## src/rtl/reg_check_monitor.sv

```systemverilog
// reg_check_monitor: confirms an ordered list of (register, value) writebacks lands within a cycle budget
module reg_check_monitor #(
    parameter int NUM_CHECKS = 8,
    parameter int REG_ADDR_WIDTH = 5,
    parameter int DATA_WIDTH = 32,
    parameter int TIMEOUT_CYCLES = 100,
    parameter int TIMEOUT_PER_CHECK = 0,
    parameter int STRICT = 0,
    localparam int IW = NUM_CHECKS > 1 ? $clog2(NUM_CHECKS) : 1,
    localparam int CW = $clog2(NUM_CHECKS) + 1
) (
    input  logic                      clk,
    input  logic                      rst,
    input  logic                      cfg_we,
    input  logic [IW-1:0]             cfg_idx,
    input  logic [REG_ADDR_WIDTH-1:0] cfg_addr,
    input  logic [DATA_WIDTH-1:0]     cfg_data,
    input  logic [CW-1:0]             cfg_count,
    input  logic                      start,
    input  logic                      wb_en,
    input  logic [REG_ADDR_WIDTH-1:0] wb_addr,
    input  logic [DATA_WIDTH-1:0]     wb_data,
    output logic                      busy,
    output logic                      done,
    output logic                      pass,
    output logic                      fail,
    output logic                      timeout,
    output logic [IW-1:0]             fail_idx,
    output logic [DATA_WIDTH-1:0]     fail_data,
    output logic [CW-1:0]             checks_passed
);
    localparam int TW = TIMEOUT_CYCLES > 1 ? $clog2(TIMEOUT_CYCLES) : 1;
    typedef enum logic [1:0] {IDLE, CHECK, PASS, FAIL} state_t;
    state_t state;
    logic [REG_ADDR_WIDTH-1:0] tbl_addr [NUM_CHECKS];
    logic [DATA_WIDTH-1:0] tbl_data [NUM_CHECKS];
    logic [CW-1:0] idx, cnt;
    logic [TW-1:0] timer;
    logic [REG_ADDR_WIDTH-1:0] cur_addr;
    logic [DATA_WIDTH-1:0] cur_data;
    logic hit, miss, expire, last;
    assign checks_passed = idx;
    always_comb begin
        cur_addr = tbl_addr[idx[IW-1:0]];
        cur_data = tbl_data[idx[IW-1:0]];
        hit = cur_addr == '0 ? cur_data == '0 : wb_en && wb_addr == cur_addr && wb_data == cur_data;
        miss = STRICT != 0 && cur_addr != '0 && wb_en && wb_addr == cur_addr && wb_data != cur_data;
        expire = timer == TW'(TIMEOUT_CYCLES - 1);
        last = idx == cnt - CW'(1);
    end
    // the table has no reset so a programmed sequence survives an aborted run
    always_ff @(posedge clk)
        if (rst && state == IDLE && cfg_we && int'(cfg_idx) < NUM_CHECKS) begin
            tbl_addr[cfg_idx] <= cfg_addr;
            tbl_data[cfg_idx] <= cfg_data;
        end
    always_ff @(posedge clk) begin
        if (!rst) begin
            state <= IDLE;
            {busy, done, pass, fail, timeout} <= '0;
            fail_idx <= '0;
            fail_data <= '0;
            idx <= '0;
            cnt <= '0;
            timer <= '0;
        end else if (state == CHECK) begin
            if (cnt == '0) begin
                state <= PASS;
                {busy, done, pass} <= 3'b011;
            end else if (hit) begin
                idx <= idx + CW'(1);
                if (TIMEOUT_PER_CHECK != 0)
                    timer <= '0;
                if (last) begin
                    state <= PASS;
                    {busy, done, pass} <= 3'b011;
                end
            end else if (miss || expire) begin
                state <= FAIL;
                {busy, done, fail} <= 3'b011;
                timeout <= !miss;
                fail_idx <= idx[IW-1:0];
                fail_data <= miss ? wb_data : '0;
            end else
                timer <= timer + TW'(1);
        end else if (start) begin
            state <= CHECK;
            {busy, done, pass, fail, timeout} <= 5'b10000;
            fail_idx <= '0;
            fail_data <= '0;
            idx <= '0;
            timer <= '0;
            cnt <= cfg_count > CW'(NUM_CHECKS) ? CW'(NUM_CHECKS) : cfg_count;
        end
    end
endmodule

```

## config.mk

```make
export PLATFORM = sky130hd
export DESIGN_NAME = reg_check_monitor
export DESIGN_NICKNAME = d
export VERILOG_FILES = /design/src/rtl/reg_check_monitor.sv
export SDC_FILE = /design/constraint.sdc
export NUM_CORES = 1
export LEC_CHECK = 0
export CAP_MARGIN = 25
export CORE_ASPECT_RATIO = 0.8
export CORE_MARGIN = 2
export CORE_UTILIZATION = 52
export DETAILED_ROUTE_END_ITERATION = 8
export PLACE_DENSITY = 0.87
export SLEW_MARGIN = 20
export SYNTH_ARGS = -nofsm -noshare
export SYNTH_HDL_FRONTEND = slang
export SYNTH_SLANG_ARGS = --single-unit
```

## constraint.sdc

```tcl
create_clock -name clk -period 4.2 [get_ports clk]
set_input_delay 0.84 -clock clk [delete_from_list [all_inputs] [get_ports clk]]
set_output_delay 0.84 -clock clk [all_outputs]
set_load 0.02 [all_outputs]
```

; After elaboration in Yosys (flattened, before gate mapping)
; Memories as Yosys holds them, arrays and structs flattened. A register that Yosys moved wholly into a read port is not among the register bits.
; Cells that the tools add are included.
[word_totals]
output_inout_bits = 44
mem_bits_rw = 296
ff_bits = 56
memories = 2
[classes]
n_lt_le_gt_ge = 1
muxes = 51
n_reduce_logical = 15
bitwise = 1
n_eq_ne = 14
n_addsub = 3
[memory_table]
columns = name, depth, width, read_ports, rd_clocked_by_memory_dff, write_ports, line
row1 = tbl_data, 8, 32, 1, 1, 1, 36  ; logic [DATA_WIDTH-1:0] tbl_data [NUM_CHECKS];
row2 = tbl_addr, 8, 5, 1, 1, 1, 35  ; logic [REG_ADDR_WIDTH-1:0] tbl_addr [NUM_CHECKS];
[op_table]
columns = operator, n
row1 = 32-bit 2-to-1 mux, 5
row2 = 7-bit 2-to-1 mux, 5
row3 = 32-bit == test, 1
row4 = 32-bit zero test, 1
row5 = 3-bit 2-to-1 mux, 9
row6 = 1-bit 2-to-1 mux, 21
row7 = 4-bit 2-to-1 mux, 5
row8 = 2-bit 2-to-1 mux, 6
row9 = 2-bit inequality test (second input constant), 5
row10 = 3-bit AND reduction, 3
row11 = 4-bit by 3-bit inequality test with 1-bit output (second input constant), 2
row12 = 4-bit AND reduction, 2
row13 = 7-bit by 1-bit adder with 7-bit output (second input constant), 1
row14 = 7-bit == test (second input constant), 1
row15 = 3-bit by 2-bit inequality test with 1-bit output (second input constant), 2
row16 = 5-bit == test, 1
row17 = 5-bit zero test, 1
row18 = 4-bit by 1-bit adder with 4-bit output (second input constant), 1
row19 = 4-bit == test, 1
row20 = 4-bit > comparator (second input constant), 1
row21 = 1-bit logical AND, 4
row22 = 4-bit zero test, 1
row23 = 4-bit by 1-bit subtractor with 4-bit output (second input constant), 1
row24 = 2-bit by 1-bit == test with 1-bit output (second input constant), 1
row25 = other kinds (4), 4

; Longest topological paths before layout
[logic_depth]
depth_word = 9
ltp_mapped = 13

; Worst setup path after synthesis
; No wires, ideal clock.
[synth_timing]
path_kind = input-to-reg
from = in rst
to = mem tbl_addr[0][0] (enable)
stages = 3
path_buffers = 1
slack_ns = -0.128
t_arrival_ns = 3.850
path_cell_list = clkbuf_1 > nand4b_1 > nor3_1
[synth_between]
elab_chain_len = 4
[synth_rtl]
columns = item, line
row1 = start: declaration, 13  ; input logic rst,
row2 = 1-bit logical AND (2 in series), 53  ; if (rst && state == IDLE && cfg_we && int'(cfg_idx) < NUM_CHECKS) begin
row3 = 1-bit 2-to-1 mux, 53
row4 = 1-bit 2-to-1 mux (not written as such), 54  ; tbl_addr[cfg_idx] <= cfg_addr;
row5 = end: declaration, 35
; No other way between the ends.

==> impl_metrics.env <==
export IMPL_wl_um=32500
export IMPL_timing_rr_end="timer[5]"
export IMPL_yosysUniqueCellTypes=64
export IMPL_die_h_um=149
export IMPL_combPwrFrac_pct=4.7
export IMPL_fp_dieW_um=185
export IMPL_internal_power_w=0.00517
export IMPL_row_count=53
export IMPL_num_fill_cells=1795
export IMPL_p_clk_share_pct=40.7
export IMPL_drtIter0Drc=926
export IMPL_antenna_found_initial=1
export IMPL_cts_tree="done"
export IMPL_hpwl_um=21000
export IMPL_slew_headroom_pct=46.2
export IMPL_async_flop_share_pct=0
export IMPL_endpoint_kind="flop"
export IMPL_clock_sinks=322
export IMPL_min_path_cells=1
export IMPL_crit_arrival_ns=4.46
export IMPL_drive_gt1_share_pct=13.4
export IMPL_hold_worst_slack_ns=0.457
export IMPL_power_density_nw_per_um2=404
export IMPL_nets=1033
export IMPL_track_usage_pct=23.6
export IMPL_cts_buffer_depth=3
export IMPL_cts_setup_buffers=0
export IMPL_areaGrowthSynthToFinish_pct=17.7
export IMPL_drc=0
export IMPL_r2r_setup_slack_ns=0.18
export IMPL_path_clk_slew_ns=0.06
export IMPL_worstSkewPairLatency_ns=0.56
export IMPL_fmax_ghz=0.249
export IMPL_setup_tns_final_ns=0
export IMPL_h_tree_depth=1
export IMPL_vias=8160
export IMPL_seq_area_frac_synth_pct=68.8
export IMPL_fin_crit_ns=4.02
export IMPL_drt_first_pass_iters=6
export IMPL_grt_pass1_wl_um=48100
export IMPL_rr_worst_depth=9
export IMPL_rsz0062_at_grt="false"
export IMPL_worst_pin_slew_ns=0.805
export IMPL_syn_area_um2=13700
export IMPL_final_max_slew_viol_count=0
export IMPL_crit_required_ns=4.65
export IMPL_irDropWorstVdd_mv=0.329
export IMPL_hold_viol=0
export IMPL_grt_ovfl_total=0
export IMPL_cts_hold_buf=0
export IMPL_dpl_cell_count=1267
export IMPL_avgRoutedWirePerCell_um=24.5
export IMPL_clock_tree_root_cell="clkbuf_16"
export IMPL_hp_class="flop to flop"
export IMPL_swShare_pct=20.6
export IMPL_syn_mean_instance_area_um2=16.5
export IMPL_pwr_share_seq_pct=54.6
export IMPL_synth_ff_latch_count=322
export IMPL_setup_viol=0
export IMPL_cp_slowest_cell="dfxtp_2"
export IMPL_worstHoldStart="timer[6]"
export IMPL_place_congestion=0.855
export IMPL_critical_path_max_stage_delay_ns=0.64
export IMPL_port_buffers=97
export IMPL_finalClockSkew_ns=0.0151
export IMPL_netlist_instances=827
export IMPL_ctsResizeCount=0
export IMPL_status="completed"
export IMPL_worst_setup_path_start_kind="flop"
export IMPL_leakagePower_nw=5.05
export IMPL_crit_chain="buf_4 > mux4_2 > mux2i_1 > o2111ai_1 > nor4_1 > and4_1 > a211o_1 > o31ai_1 > a311oi_1"
export IMPL_grt_max_degree=43
export IMPL_max_cap_viol_count=0
export IMPL_drt_antenna_violating_nets=0
export IMPL_design_portCount=130
export IMPL_cts_buffers=30
export IMPL_die_area_um2=27600
export IMPL_post_drt_via_cell_ratio=6.16
export IMPL_fin_crit_sh_pct=95.6
export IMPL_path_class="flop to flop"
export IMPL_hold_end="timer[6]"
export IMPL_switching_power_w=0.00134
export IMPL_fin_cells=1325
export IMPL_synth_ff_type="edfxtp_1"
export IMPL_critPathMaxFanout=18
export IMPL_grt_pass1_vias=8016
export IMPL_core_area_um2=26100
export IMPL_start_util_pct=52.5
export IMPL_synth_edf_count=296
export IMPL_yosys_warnings=0
==> metrics by stage <==
step | worst slack [ns] | total power [W] | instance area (µm²) | utilization [%]
3_5_place_dp | 0.232 | 0.00392 | 15100 | 58.1
6_report | 0.184 | 0.00651 | 16100 | 61.8
3_3_place_gp | 0.342 | 0.00391 | 15100 | 58.1
2_1_floorplan | 0.856 | 0.00376 | 13800 | -
5_1_grt | 0.0938 | 0.00668 | 16100 | 61.8
4_1_cts | 0.199 | 0.00652 | 16100 | 61.7
==> critical path, delay by kind of cell, from the launching register on <==
kind            cells  cell delay, ns
buf+inv             1            0.38
simple gates        2            0.87
compound gates      4            1.09
mux                 2            0.91
flops               1            0.64
==> layer usage <==
metal  global-route usage (%)  wire (µm)  part of all wire, %
met2                     37.3      15400                   47
met5                        0          0                    0
met3                     4.81       3230                  9.9
met1                     32.9      12800                   39
met4                     8.29       1160                  3.6
==> power by group through the flow <==
stage | Combinational [W] | Sequential, W | Clock (W)
floorplan | 0.000141 | 0.00362 | 0
global placement | 0.000291 | 0.00362 | 0
finish | 0.000307 | 0.00355 | 0.00265
global route | 0.000328 | 0.00355 | 0.00280
CTS | 0.000303 | 0.00355 | 0.00267
detailed placement | 0.000301 | 0.00362 | 0
==> registers in the layout, summed over array words and instances (netlist names), 2 cells and up, named ones only <==
register and count:
tbl_data 256, timer 7, state 2, fail_idx 3, checks_passed 4, cnt 4, tbl_addr 40
==> how the worst max path moves through the flow <==
stage	from	end	slack, ns	cells past startpoint
after floorplan	rst	tbl_addr[2][0]	0.86	3
after global placement	flop	state[1]	0.34	10
after detailed placement	flop	timer[5]	0.23	11
after CTS	flop	timer[5]	0.20	10
after global routing	flop	timer[5]	0.09	10
final	flop	timer[5]	0.18	9
==> Yosys cell counts (8+ instances only) <==
cell type | n | area [µm²]
a22o_1 | 8 | 70.1
nand2b_1 | 10 | 62.6
nor2_1 | 21 | 78.8
xor2_1 | 20 | 175
buf_4 | 44 | 330
buf_2 | 10 | 50.1
dfxtp_1 | 26 | 521
o21ai_0 | 13 | 65.1
nand3_1 | 16 | 80.1
and3_1 | 11 | 68.8
mux4_2 | 31 | 698
nand4_1 | 11 | 68.8
mux2i_1 | 94 | 941
nand2_1 | 24 | 90.1
clkbuf_1 | 9 | 33.8
a21oi_1 | 22 | 110
nor3_1 | 10 | 50.1
a22oi_1 | 30 | 225
mux2_2 | 10 | 113
edfxtp_1 | 296 | 8890
==> cells by family after synthesis <==
group           after synthesis  synth area share [%]
flops                       322                  68.8
fa+ha+maj                     4                 0.366
xor+xnor                     27                  1.73
compound gates              120                  6.15
buf+inv                      76                  3.72
other cells                   1                0.0274
mux                         140                  13.7
simple gates                137                  5.54
==> area by class of cell <==
class	count	area [µm²]	area share [%]
clock inverters	14	123	0.761
clock buffers	42	837	5.20
repair buffers	122	1310	8.12
inverters	7	26.3	0.163
diodes	1	2.50	0.0155
multi-input cells	460	3950	24.5
well taps	357	447	2.77
flip-flops and latches	322	9420	58.5
==> placed cells by master (no fill, tap or decap), types with 4 or more instances in the layout <==
cell type	netlist	layout
buf_4	44	13
clkinv_2	0	8
a22o_1	8	8
buf_12	1	12
nand2_1	24	24
inv_1	7	7
mux2_2	10	10
conb_1	1	32
clkdlybuf4s50_1	0	97
nor2_1	21	15
clkbuf_1	9	9
and3_1	11	11
dfxtp_1	26	23
nand2b_1	10	10
nor4_1	7	7
clkbuf_16	0	31
a21oi_1	22	22
o211ai_1	4	4
edfxtp_1	296	296
ha_1	4	4
o22ai_1	7	7
nand4_1	11	11
nand3_1	16	16
xor2_1	20	20
mux2i_1	94	94
nor3_1	10	8
mux4_2	31	31
a22oi_1	30	30
nor3b_1	4	4
nor2b_1	4	4
o21ai_0	13	13
nor2_4	0	6
xnor2_1	7	7
Note: power is estimated with default switching activity, not from simulation.
